File: src/rtl/nabp.sv
// rtl/nabp.sv - nearest-bin CT back-projection engine (optional macro: NABP_SKIP_OUTSIDE_EN)
// The trig ROM is built in as a constant table for A=16 angles in Q2.10.
module nabp #(
  parameter  int DATA_W  = 8,
  parameter  int LOG_N   = 4,
  parameter  int LOG_A   = 4,
  parameter  int LOG_P   = 5,
  parameter  int FRAC    = 10,
  localparam int IA_W    = 2 * LOG_N,
  localparam int SA_W    = LOG_A + LOG_P,
  localparam int CACHE_W = DATA_W + LOG_A
) (
  input  logic               clk,
  input  logic               reset_n,
  input  logic               sg_kick,
  input  logic [DATA_W-1:0]  sg_val,
  input  logic               ir_enable,
  output logic               sg_done,
  output logic [SA_W-1:0]    sg_addr,
  output logic               ir_kick,
  output logic               ir_done,
  output logic               ir_addr_valid,
  output logic [IA_W-1:0]    ir_addr,
  output logic [CACHE_W-1:0] ir_val
);
  localparam int A   = 1 << LOG_A;
  localparam int P   = 1 << LOG_P;
  localparam int T_W = 20;

  typedef enum logic [2:0] {S_IDLE, S_ACCUM, S_DRAIN, S_WRITE, S_DONE} state_t;

  state_t              state_q;
  logic [IA_W-1:0]     pixel_q;
  logic [LOG_A-1:0]    angle_q;
  logic [CACHE_W-1:0]  acc_q;
  logic [SA_W-1:0]     sg_addr_q;
  logic                inr_q;      // address now on sg_addr is inside the detector
  logic                inr_d1_q;   // same flag, aligned with sg_val
  logic                sg_done_q;
  logic                ir_kick_q;
  logic                ir_done_q;
  logic                valid_q;

  logic [IA_W-1:0]        calc_pixel;
  logic [LOG_A-1:0]       calc_angle;
  logic [LOG_N-1:0]       cx, cy;
  logic signed [LOG_N:0]  xc, yc;
  logic signed [11:0]     cos_v, sin_v;
  logic signed [T_W-1:0]  t, r, s;
  int                     ang_k, sin_k;
  logic [SA_W-1:0]        addr_d;
  logic                   inr_d;
  logic                   skip_d;

  // cos(k*pi/A) in Q2.10 for k=0..A-1, folded around pi/2
  function automatic logic signed [11:0] rom_cos(input int k);
    int m;
    logic signed [11:0] mag;
    m = (k <= A / 2) ? k : A - k;
    case (m)
      0:       mag = 12'sd1024;
      1:       mag = 12'sd1004;
      2:       mag = 12'sd946;
      3:       mag = 12'sd851;
      4:       mag = 12'sd724;
      5:       mag = 12'sd569;
      6:       mag = 12'sd392;
      7:       mag = 12'sd200;
      default: mag = 12'sd0;
    endcase
    rom_cos = (k > A / 2) ? -mag : mag;
  endfunction

  // Next sinogram address: for the upcoming angle of this pixel, or angle 0 of the next pixel
  always_comb begin
    calc_pixel = pixel_q;
    calc_angle = angle_q + LOG_A'(1);
    case (state_q)
      S_IDLE:  begin calc_pixel = '0;                calc_angle = '0; end
      S_WRITE: begin calc_pixel = pixel_q + IA_W'(1); calc_angle = '0; end
      default: ;
    endcase
    cx = calc_pixel[LOG_N-1:0];
    cy = calc_pixel[IA_W-1:LOG_N];
    // x - N/2 as a signed value: invert the MSB and sign-extend it
    xc = {~cx[LOG_N-1], ~cx[LOG_N-1], cx[LOG_N-2:0]};
    yc = {~cy[LOG_N-1], ~cy[LOG_N-1], cy[LOG_N-2:0]};
    ang_k = int'(calc_angle);
    sin_k = (ang_k <= A / 2) ? (A / 2 - ang_k) : (ang_k - A / 2);
    cos_v = rom_cos(ang_k);
    sin_v = rom_cos(sin_k);
    t = T_W'(xc) * T_W'(cos_v) + T_W'(yc) * T_W'(sin_v);
    r = (t + T_W'(1 << (FRAC - 1))) >>> FRAC;
    s = r + T_W'(P / 2);
    addr_d = {calc_angle, s[LOG_P-1:0]};
    inr_d  = ~s[T_W-1] && (s[T_W-2:LOG_P] == '0);
    skip_d = 1'b0;
`ifdef NABP_SKIP_OUTSIDE_EN
    skip_d = (((2*LOG_N+3)'(xc) * (2*LOG_N+3)'(xc)) + ((2*LOG_N+3)'(yc) * (2*LOG_N+3)'(yc)))
             > (2*LOG_N+3)'((1 << (2*LOG_N)) / 4);
`endif
  end

  // Control FSM: accumulate A samples per pixel, drain, then hand the pixel to the image RAM
  always_ff @(posedge clk) begin
    if (reset_n) begin
      state_q   <= S_IDLE;
      pixel_q   <= '0;
      angle_q   <= '0;
      acc_q     <= '0;
      sg_addr_q <= '0;
      inr_q     <= 1'b0;
      inr_d1_q  <= 1'b0;
      sg_done_q <= 1'b0;
      ir_kick_q <= 1'b0;
      ir_done_q <= 1'b0;
      valid_q   <= 1'b0;
    end else begin
      sg_done_q <= 1'b0;
      ir_kick_q <= 1'b0;
      ir_done_q <= 1'b0;
      inr_d1_q  <= inr_q;
      case (state_q)
        S_IDLE: begin
          if (sg_kick) begin
            ir_kick_q <= 1'b1;
            pixel_q   <= calc_pixel;
            angle_q   <= '0;
            if (skip_d) begin
              state_q   <= S_WRITE;
              acc_q     <= '0;
              valid_q   <= 1'b1;
              sg_done_q <= (calc_pixel == '1);
            end else begin
              state_q   <= S_ACCUM;
              sg_addr_q <= addr_d;
              inr_q     <= inr_d;
            end
          end
        end
        S_ACCUM: begin
          if (angle_q == '0)
            acc_q <= '0;
          else if (inr_d1_q)
            acc_q <= acc_q + CACHE_W'(sg_val);
          if (angle_q == LOG_A'(A - 1)) begin
            state_q   <= S_DRAIN;
            sg_done_q <= (pixel_q == '1);
          end else begin
            angle_q   <= calc_angle;
            sg_addr_q <= addr_d;
            inr_q     <= inr_d;
          end
        end
        S_DRAIN: begin
          if (inr_d1_q)
            acc_q <= acc_q + CACHE_W'(sg_val);
          state_q <= S_WRITE;
          valid_q <= 1'b1;
        end
        S_WRITE: begin
          if (ir_enable) begin
            valid_q <= 1'b0;
            if (pixel_q == '1) begin
              state_q   <= S_DONE;
              ir_done_q <= 1'b1;
            end else begin
              pixel_q <= calc_pixel;
              angle_q <= '0;
              if (skip_d) begin
                acc_q     <= '0;
                valid_q   <= 1'b1;
                sg_done_q <= (calc_pixel == '1);
              end else begin
                state_q   <= S_ACCUM;
                sg_addr_q <= addr_d;
                inr_q     <= inr_d;
              end
            end
          end
        end
        S_DONE:  state_q <= S_IDLE;
        default: state_q <= S_IDLE;
      endcase
    end
  end

  assign sg_done       = sg_done_q;
  assign sg_addr       = sg_addr_q;
  assign ir_kick       = ir_kick_q;
  assign ir_done       = ir_done_q;
  assign ir_addr_valid = valid_q;
  assign ir_addr       = pixel_q;
  assign ir_val        = acc_q;
endmodule

File: config.mk
export PLATFORM = sky130hd
export DESIGN_NAME = nabp
export DESIGN_NICKNAME = d
export VERILOG_FILES = /design/src/rtl/nabp.sv
export SDC_FILE = /design/constraint.sdc
export NUM_CORES = 1
export LEC_CHECK = 0
export BUFFER_PORTS_ARGS = -buffer_cell sky130_fd_sc_hd__buf_4
export CORE_MARGIN = 3
export CORE_UTILIZATION = 58
export DETAILED_ROUTE_END_ITERATION = 6
export GPL_ROUTABILITY_DRIVEN = 0
export PLACE_DENSITY = 0.8
export RECOVER_POWER = 25
export SLEW_MARGIN = 20
export SYNTH_ARGS = -nofsm -noshare
export SYNTH_HDL_FRONTEND = slang
export SYNTH_SLANG_ARGS = --single-unit
File: constraint.sdc
create_clock -name clk -period 9.94 [get_ports clk]
set_clock_uncertainty 0.1 [all_clocks]
set_input_delay 0 -clock clk [delete_from_list [all_inputs] [get_ports clk]]
set_output_delay 0 -clock clk [all_outputs]
set_load 0.05 [all_outputs]
After elaboration in Yosys (flattened, before gate mapping)
Memory sizes are Yosys's and may differ from the RTL's.
Cells that the tools add are included.
Widths: inputs -> output; s select.
{"block": "word_totals", "mem_count": 2, "latch_bits": 0, "input_bits": 12, "register_bits": 42, "rom_bits": 176, "ram_bits": 0}
{"block": "classes", "reduce_logical": 18, "addsub": 12, "n_mul": 2, "n_mux": 40, "order_cmp": 4, "eq_ne": 10, "n_shift": 0, "n_bitwise": 8, "div_mod_pow": 0}
{"memory": "(name not given)", "depth": 8, "width": 11, "rd": 1, "rd_clocked_by_memory_dff": 0, "write_ports": 0, "line": "60", "rtl": "case (m)"}
{"memory": "(name not given)", "depth": 8, "width": 11, "rd": 1, "rd_clocked_by_memory_dff": 0, "write_ports": 0, "line": "60"}
{"operator": "$mux 32", "count": 3}
{"operator": "$mux 12", "count": 6}
{"operator": "$logic_not 29->1", "count": 2}
{"operator": "$mux 9", "count": 4}
{"operator": "$gt 32x5->1 const B", "count": 1}
{"operator": "$le 32x5->1 const B", "count": 1}
{"operator": "$mul 4x12->16", "count": 2}
{"operator": "$pmux 8 s2", "count": 2}
{"operator": "$sub 6x32->32 const A", "count": 1}
{"operator": "$pmux 9 s3", "count": 1}
{"operator": "$mux 8", "count": 3}
{"operator": "$neg 12->12", "count": 2}
{"operator": "$pmux 12 s2", "count": 1}
{"operator": "$mux 4", "count": 5}
{"operator": "$add 17x11->18 const B", "count": 1}
{"operator": "$add 16x16->17", "count": 1}
{"operator": "$logic_not 14->1", "count": 1}
{"operator": "$add 12x8->12", "count": 1}
{"operator": "$mux 3", "count": 4}
{"operator": "$pmux 3 s4", "count": 1}
{"operator": "$pmux 4 s3", "count": 1}
{"operator": "$ne 2x2->1 const B", "count": 5}
{"operator": "$add 8x6->9 const B", "count": 1}
{"operator": "$add 8x1->8 const B", "count": 1}
{"operator": "other kinds (25)", "count": 43}

Logic depth before layout (Yosys ltp)
Gate-level depths: netlist of the first run.
{"block": "depth", "word_depth": 20, "depth_mapped": 41, "depth_no_buf": 39}

Least setup slack after synthesis of the first run
Ideal clock, no wire load.
{"block": "synth_timing", "path_type": "register to register", "from": "register state_q[1]", "to": "register inr_q", "arrival_ns": 9.199, "period_less_slack_ns": 9.359, "setup_time_ns": 0.060, "path_slack_ns": 0.581, "path_stages_with_launch": 40, "cell_sequence": "dfxtp_1 xor2_1 or2_1 buf_2 nand2_1 ha_1 buf_2 a32oi_1 nor2b_1 or4b_1 and2_4 nor2_1 inv_1 ha_1 inv_1 o22ai_1 a221oi_1 o21bai_1 (+4 left out) nor2b_1 fa_1 fa_1 fa_1 inv_1 fa_1 inv_1 ha_1 a211oi_1 o21ai_0 a21oi_1 a21oi_1 or4b_2 nand3_1 ha_1 or4_1 o21ai_0 a32o_1"}
{"block": "synth_between", "elab_chain_len": 20, "word_cells_on_any_way": 48, "cone_classes": "9 x add/sub; 2 x mul; 4 x order compare; 6 x eq/ne; 14 x mux; 3 x bitwise; 8 x reduce/logical; 2 x memory"}
{"item": "start: declaration", "line": "32", "rtl": "state_t state_q;"}
{"item": "start signal: assignment", "line": "107", "rtl": "state_q <= S_IDLE;"}
{"item": "start signal: assignment", "line": "130", "rtl": "state_q <= S_WRITE;"}
{"item": "start signal: assignment", "line": "135", "rtl": "state_q <= S_ACCUM;"}
{"item": "$eq 3x2->1 or $logic_not 3->1 (tied branches)", "line": "78, 123"}
{"item": "$reduce_or 2->1 (no line)"}
{"item": "$mux 4", "line": "78", "rtl": "case (state_q)"}
{"item": "$sub 4x4->5 or $le 4x4->1 (tied branches)", "line": "89, 59"}
{"item": "$mux 32", "line": "89", "rtl": "sin_k = (ang_k <= A / 2) ? (A / 2 - ang_k) : (ang_k - A / 2);"}
{"item": "$sub 6x32->32 or $le 32x5->1 (tied branches)", "line": "59", "rtl": "m = (k <= A / 2) ? k : A - k;"}
{"item": "$mux 32", "line": "59"}
{"item": "$mem_v2 8x11 or $logic_not 29->1 (tied branches)"}
{"item": "(+4 left out)"}
{"item": "$add 16x16->17", "line": "92", "rtl": "t = T_W'(xc) * T_W'(cos_v) + T_W'(yc) * T_W'(sin_v);"}
{"item": "$add 17x11->18", "line": "93", "rtl": "r = (t + T_W'(1 << (FRAC - 1))) >>> FRAC;"}
{"item": "$add 8x6->9", "line": "94", "rtl": "s = r + T_W'(P / 2);"}
{"item": "$logic_not 14->1 or $not 1->1 (tied branches)", "line": "96", "rtl": "inr_d = ~s[T_W-1] && (s[T_W-2:LOG_P] == '0);"}
{"item": "$logic_and 1x1->1", "line": "96"}
{"item": "$mux 1", "line": "164", "rtl": "if (pixel_q == '1) begin"}
{"item": "$mux 1", "line": "162", "rtl": "if (ir_enable) begin"}
{"item": "$pmux 1 s3", "line": "123", "rtl": "case (state_q)"}
{"item": "end signal: assignment", "line": "137", "rtl": "inr_q <= inr_d;"}
{"item": "end signal: assignment", "line": "152", "rtl": "inr_q <= inr_d;"}
{"item": "end signal: assignment", "line": "177", "rtl": "inr_q <= inr_d;"}
{"item": "end: declaration", "line": "37", "rtl": "logic inr_q;"}
Several ways; a longest one is shown, not always the timed one. The select of a mux whose other input is x is not followed.
A chain may end at the register's enable or synchronous reset.

Final worst setup path of the first run
Same ends and word-level chain as after synthesis.

==> summary.md, run 1 <==
| Metric | Value |
|---|---|
| Outcome | `complete, no violations` |
| Placed cells | `1101` |
| Starting density of the core | `59.8%` |
| Area growth syn-to-layout | `9.46%` |
| Fill count | `1038` |
| PnR worst setup slack | `0.431 ns` |
| Hold Path Depth | `4` |
| Die area | `0.0139 mm2` |
| Top post-synthesis cells by count | `inv_1 (132), nor2_1 (131), fa_1 (82), ha_1 (63)` |
| Clock Tree Buf Depth | `2` |
| Worst-skew pair later-pin latency | `0.29 ns` |
| Min-delay src | `sg_val[1]` |
| Netlist cell types | `78` |
| Ys async rst share | `0%` |
| Post-synth top area share | `22.7%` |
| DR vias | `6374` |
| Most frequent cell after synthesis | `inv_1` |
| Site Rows | `40` |
| Hold EP | `ir_val[1]` |
| Sequential area share after synthesis | `11.6%` |
| Worst EP required | `10.07 ns` |
| Setup slack at placement | `0.337 ns` |
| P_sw | `673 uW` |
| Gate power share | `74.1%` |
| # diodes | `0` |
| Yosys synthesis warning count | `0` |
| Internal cell power | `676 uW` |
| Number of synthesized flops with an enable pin | `0` |
| Flop2flop setup slack | `0.43 ns` |
| H-tree depth | `2` |
| CP arrival | `9.64 ns` |
| Pleak | `3.52 nW` |
| Die Y | `118 um` |
| Max Fclk | `105 MHz` |
| Cells on worst reg2reg path | `38` |
| Multi-input logic area | `0.00582 mm2` |
| Switching Fraction | `49.9%` |
| Global-route usage over all layers | `26.1%` |
| Critical path endpoint category | `register` |
| Initial antenna violation count | `0` |
| Tightest Pin Transition | `1.49 ns` |
| Clock buffer count from CTS | `5` |
| Worst path most repeated cell | `ha_1` |
| Register area | `843 um2` |
| Post-Syn Area per Cell | `7.99 um2` |
| Cell area after synthesis | `0.00724 mm2` |
| Area leader, netlist | `fa_1` |
| WP buf/inv | `5` |
| Clock network fraction of total power | `12.0%` |
| Share of layout cells above drive strength 1 | `9.40%` |
| DRT Wirelength | `17.4 mm` |
| Final worst-path cycle share | `95.7%` |
| 1st-pass router iterations | `5` |
| Max-slew violation count | `0` |
| Relative slew slack | `0.629%` |
| R2r startpoint | `state_q[1]` |
| Cell count after synthesis | `907` |
| Layout Nets | `1103` |
| Clk sinks | `42` |
| IO Port Bufs | `44` |
| Largest fanout on the critical path | `7` |
| Critical Path Max Stage Delay | `0.69 ns` |
| CTS tree | `done` |
| First-pass GRT wire length | `30.4 mm` |
| DRT iter0 DRCs | `477` |
| Chip width | `118 um` |
| I/O Pins | `45` |
| Cell Pwr Density | `170 mW/mm2` |
| HP Class | `primary input to register` |
| Register bit total from synthesis | `42` |
| Core area | `0.0121 mm2` |
| Synth Flop Type | `dfxtp_1` |
| Final min period | `9.51 ns` |
| Worst setup SP type | `register` |
| Average routed wire per standard cell | `15.6 um` |
| Slowest cell on the critical path | `or4b_2` |
| Antenna-violating nets left | `0` |
| RR Endpoint | `inr_q` |
| Setup TNS Final | `0 ns` |
| Largest net degree at the start of global routing | `31` |
| CTS root buf | `clkbuf_16` |
| Hpwl dp | `14.1 mm` |
| Critical path type | `register to register` |
| Final cell count without fillers | `1115` |
| Mapped Nets | `1064` |
| DRC viols | `0` |
| Worst VDD drop | `0.270 mV` |
| Final Hold Violating Endpoints | `0` |
| Max Cap Viol | `0` |
| Cells taking the most area after synthesis | `fa_1 (23%), dfxtp_1 (12%), ha_1 (11%)` |
| Remaining global-route overflow | `0` |
| Average vias per placed instance | `5.72` |
| Number of global-route vias before repair | `6355` |
| Final Setup Violations | `0` |
| Sequential share of power | `13.9%` |
| Clock Pin Slew Worst Setup and Hold Paths | `0.06 ns` |
| Crit-path leading delay family | `adder cells` |
==> how the worst max path moves through the flow <==
stage / from / to / slack, ns / depth (start not counted)
2_1_floorplan: state_q[1] / inr_q / 0.58 / 39
3_3_place_gp: state_q[0] / inr_q / 0.56 / 37
3_5_place_dp: state_q[0] / inr_q / 0.34 / 37
4_1_cts: state_q[0] / inr_q / 0.24 / 37
5_1_grt: state_q[0] / inr_q / -0.08 / 38
6_report: state_q[1] / inr_q / 0.43 / 38
==> placed cells by master (no fill, tap or decap), drive strengths merged, types with 5 or more instances in the layout <==
cell | synthesis | layout
or2 | 11 | 11
buf | 12 | 41
nor2b | 14 | 14
xnor2 | 22 | 22
mux2i | 14 | 14
fa | 82 | 82
a21o | 10 | 10
nand2 | 53 | 53
o211ai | 5 | 5
nor2 | 133 | 133
a31oi | 7 | 7
ha | 63 | 63
a211oi | 10 | 10
o21a | 5 | 5
a22oi | 5 | 5
and2 | 13 | 13
nand4 | 10 | 10
xor2 | 22 | 22
a21oi | 53 | 53
dfxtp | 42 | 42
o21ai | 40 | 40
o21bai | 5 | 5
and3 | 5 | 5
inv | 133 | 133
nand3 | 19 | 19
clkbuf | 19 | 24
or3 | 7 | 7
nor3 | 8 | 8
nand2b | 13 | 13
o31ai | 7 | 7
nor3b | 5 | 5
==> final cells by class <==
class                   instances  share of cell area (%)
multi-input cells             701                    73.4
flip-flops and latches         42                    10.6
inverters                     133                    6.33
repair buffers                 63                    5.24
well taps                     168                    2.65
clock buffers                   6                    1.63
clock inverters                 2                   0.174
==> worst min-delay path, cell delays in order <==
cell	delay (ns)
buf_4	0.10
fa_1	0.16
mux2i_1	0.06
nor2_1	0.08
==> cells by family (layout without fill, tap and decap cells) <==
logic type | count (synthesis) | count (layout) | share of synthesized area (%)
simple gates | 315 | 315 | 21.5
xor+xnor | 45 | 45 | 5.65
compound gates | 177 | 177 | 16.0
buf+inv | 164 | 204 | 9.00
flops | 42 | 42 | 11.6
fa+ha+maj | 146 | 146 | 33.7
mux | 18 | 18 | 2.61
==> sequential cells by signal, summed over array words and instances (netlist names) <==
| signal | flops |
|---|---|
| sg_addr | 9 |
| inr_d1_q | 1 |
| ir_done | 1 |
| state_q | 3 |
| ir_kick | 1 |
| angle_q | 4 |
| ir_addr | 8 |
| ir_val | 12 |
| ir_addr_valid | 1 |
| inr_q | 1 |
| sg_done | 1 |
==> stage by stage <==
step / instance area, um2 / utilization (%) / power [mW] / hold WS, ns
2_1_floorplan: 7240 / - / 0.971 / 0.0656
3_3_place_gp: 7730 / 63.8 / 1.17 / 0.207
3_5_place_dp: 7730 / 63.8 / 1.18 / 0.205
4_1_cts: 7920 / 65.4 / 1.35 / 0.0518
5_1_grt: 7930 / 65.5 / 1.51 / 0.0990
6_report: 7930 / 65.5 / 1.35 / 0.0467
==> metal layers <==
layer	share of wire, %	vias up	GRT usage, %
li1	-	3095	-
met1	43	3062	34.4
met2	49	176	44.8
met3	5.1	41	4.18
met4	2.3	0	7.03
met5	0	-	0
==> repair_timing <==
item | CTS | global route
setup buffers | 0 | 2
endpoints found under the hold margin | 18 | 0
setup endpoints to repair | 0 | 1
gates resized for setup | 0 | 16
hold buffers | 4 | 0
==> power by group through the flow <==
stage	registers [mW]	clock network, mW	logic (mW)
2_1_floorplan	0.222	0	0.749
3_3_place_gp	0.192	0	0.979
3_5_place_dp	0.192	0	0.984
4_1_cts	0.188	0.165	0.997
5_1_grt	0.189	0.171	1.15
6_report	0.188	0.162	1.00
Note: power is estimated with default switching activity, not from simulation.
==> run 2: changes to the inputs <==
CORE_UTILIZATION = 55   (was 58)
PLACE_DENSITY = 0.76   (was 0.8)
==> run 2 against run 1 <==
Via count hardly changed. Hold slack got worse by 0.010 ns. Count of clock-buffer cells in the layout fell by 1. Die area increased by 5.2%. Sequential cell count did not move.
==> summary.md, run 2 (same netlist as run 1, synthesis figures left out) <==
| Metric | Value |
|---|---|
| Area growth syn-to-layout | `9.81%` |
| IO Port Bufs | `44 (unchanged)` |
| Site Rows | `41 (+2.5%)` |
| DR vias | `6377 (+0.047%)` |
| Hold Path Depth | `4 (unchanged)` |
| CTS root buf | `clkbuf_16` |
| Critical path type | `register to register` |
| Number of global-route vias before repair | `6402 (+0.74%)` |
| Max Cap Viol | `0 (unchanged)` |
| Final Hold Violating Endpoints | `0 (unchanged)` |
| CTS tree | `done` |
| Largest register FFs | `12 (unchanged)` |
| Initial antenna violation count | `0 (unchanged)` |
| Final Setup Violations | `0 (unchanged)` |
| Most frequent cells in the layout | `inv_1 (132), nor2_1 (131), fa_1 (82), ha_1 (63)` |
| Clock Tree Buf Depth | `2 (unchanged)` |
| R2r startpoint | `state_q[1]` |
| Hpwl dp | `14.3 mm (+1.3%)` |
| Slowest cell on the critical path | `or4b_2` |
| CP arrival | `9.49 ns (-0.15 ns)` |
| Layout Nets | `1103 (unchanged)` |
| DRT Wirelength | `17.4 mm (about the same)` |
| Starting density of the core | `56.7% (-3.1 points)` |
| Final cell count without fillers | `1119 (+0.36%)` |
| Die area | `0.0146 mm2 (+5.2%)` |
| Tightest Pin Transition | `1.40 ns (-0.0938 ns)` |
| I/O Pins | `45 (unchanged)` |
| First-pass GRT wire length | `29.8 mm (-1.8%)` |
| Crit-path leading delay family | `adder cells` |
| Fill count | `1136 (+9.4%)` |
| Cell Pwr Density | `170 mW/mm2 (about the same)` |
| Remaining global-route overflow | `0 (unchanged)` |
| Pleak | `3.52 nW (+0.20%)` |
| Final worst-path cycle share | `94.2% (-1.5 points)` |
| Cells on worst reg2reg path | `38 (unchanged)` |
| Critical path endpoint category | `register` |
| Outcome | `complete, no violations` |
| Largest net degree at the start of global routing | `31 (unchanged)` |
| Critical Path Max Stage Delay | `0.67 ns (-0.02 ns)` |
| Antenna-violating nets left | `0 (unchanged)` |
| Global-route usage over all layers | `25.0% (-1.1 points)` |
| Worst-skew pair later-pin latency | `0.29 ns (about the same)` |
| Worst setup SP type | `register` |
| Setup slack at placement | `0.345 ns (+0.00878 ns)` |
| Clock Pin Slew Worst Setup and Hold Paths | `0.06 ns (about the same)` |
| Die Y | `121 um (+2.6%)` |
| Worst EP required | `10.07 ns (about the same)` |
| Fin util | `62.3% (-3.2 points)` |
| Relative slew slack | `6.88% (+6.3 points)` |
| Clk sinks | `42 (unchanged)` |
| Worst VDD drop | `0.241 mV (-11%)` |
| Share of layout cells above drive strength 1 | `9.50% (+0.11 points)` |
| DRC viols | `0 (unchanged)` |
| DRT iter0 DRCs | `481 (+0.84%)` |
| Clock buffer count from CTS | `5 (unchanged)` |
| Max-slew violation count | `0 (unchanged)` |
| Hold EP | `ir_val[1]` |
| Largest fanout on the critical path | `6 (-1)` |
| Max Fclk | `107 MHz (+1.6%)` |
| Average vias per placed instance | `5.70 (-0.31%)` |
| HP Class | `primary input to register` |
| Min-delay src | `sg_val[1]` |
| PnR worst setup slack | `0.580 ns (+0.149 ns)` |
| H-tree depth | `2 (unchanged)` |
| Flop2flop setup slack | `0.58 ns (+0.15 ns)` |
| Average routed wire per standard cell | `15.6 um (-0.43%)` |
| Core area | `0.0128 mm2 (+5.5%)` |
| Placed cells | `1106 (+0.45%)` |
| RR Endpoint | `inr_q` |
| Final min period | `9.36 ns (-0.149 ns)` |
| # diodes | `0 (unchanged)` |
| WP buf/inv | `5 (unchanged)` |
| Commonest non-fill, non-tap cell in the layout | `inv_1` |
| Total Power | `1.35 mW (+0.27%)` |
| Chip width | `121 um (+2.6%)` |
| 1st-pass router iterations | `5 (unchanged)` |
-- run 2: worst max-delay path by stage --
stage / cells past startpoint / end / from / slack (ns)
after global placement: 37 / inr_q / state_q[0] / 0.56
after floorplan: 39 / inr_q / state_q[1] / 0.58
after detailed placement: 37 / inr_q / state_q[0] / 0.35
after CTS: 37 / inr_q / state_q[0] / 0.27
after global routing: 36 / inr_q / state_q[1] / -0.01
final: 38 / inr_q / state_q[1] / 0.58
-- run 2: power by group --
group / internal [mW] / switching (mW)
clock network: 0.0939 / 0.0710
logic: 0.403 / 0.597
registers: 0.181 / 0.00762
-- run 2: metrics by stage --
stage / cell area, um2 / hold slack (ns) / TNS (ns)
after CTS: 7930 / 0.0353 / 0
after detailed placement: 7740 / 0.208 / 0
after global placement: 7740 / 0.207 / 0
final: 7960 / 0.0364 / 0
after floorplan: 7240 / 0.0656 / 0
after global routing: 7960 / 0.0724 / -0.0130
-- run 2: cell type report --
cell class / instances / area (um2) / share of cell area, %
Tap cell: 172 / 215 / 2.71
Timing Repair Buffer: 63 / 415 / 5.22
Inverter: 133 / 502 / 6.31
Multi-Input combinational cell: 701 / 5830 / 73.3
Clock inverter: 3 / 23.8 / 0.299
Sequential cell: 42 / 843 / 10.6
Clock buffer: 5 / 125 / 1.57
-- run 2: worst register-to-register path, delay by kind of cell, from the launching register on --
kind,cells,cell delay (ns)
adders and majority gates,9,3.31
buffers and inverters,5,0.31
xor gates and xnor gates,2,0.39
DFF,1,0.37
AOI/OAI and AO/OA,10,1.83
and+or+nand+nor,12,2.98
-- run 2: timing repair --
action | CTS | global route
hold buffers | 4 | 0
buffers inserted | 0 | 1
endpoints found under the hold margin | 20 | 0
resized for setup | 0 | 19
setup endpoints to repair | 0 | 1
-- run 2: metal layers --
| layer | track usage, % | routed length [um] | vias up |
|---|---|---|---|
| li1 | - | - | 3100 |
| met1 | 33.7 | 7660 | 3069 |
| met2 | 42.2 | 8460 | 167 |
| met3 | 3.27 | 812 | 41 |
| met4 | 7.44 | 495 | 0 |
| met5 | 0 | 0 | - |
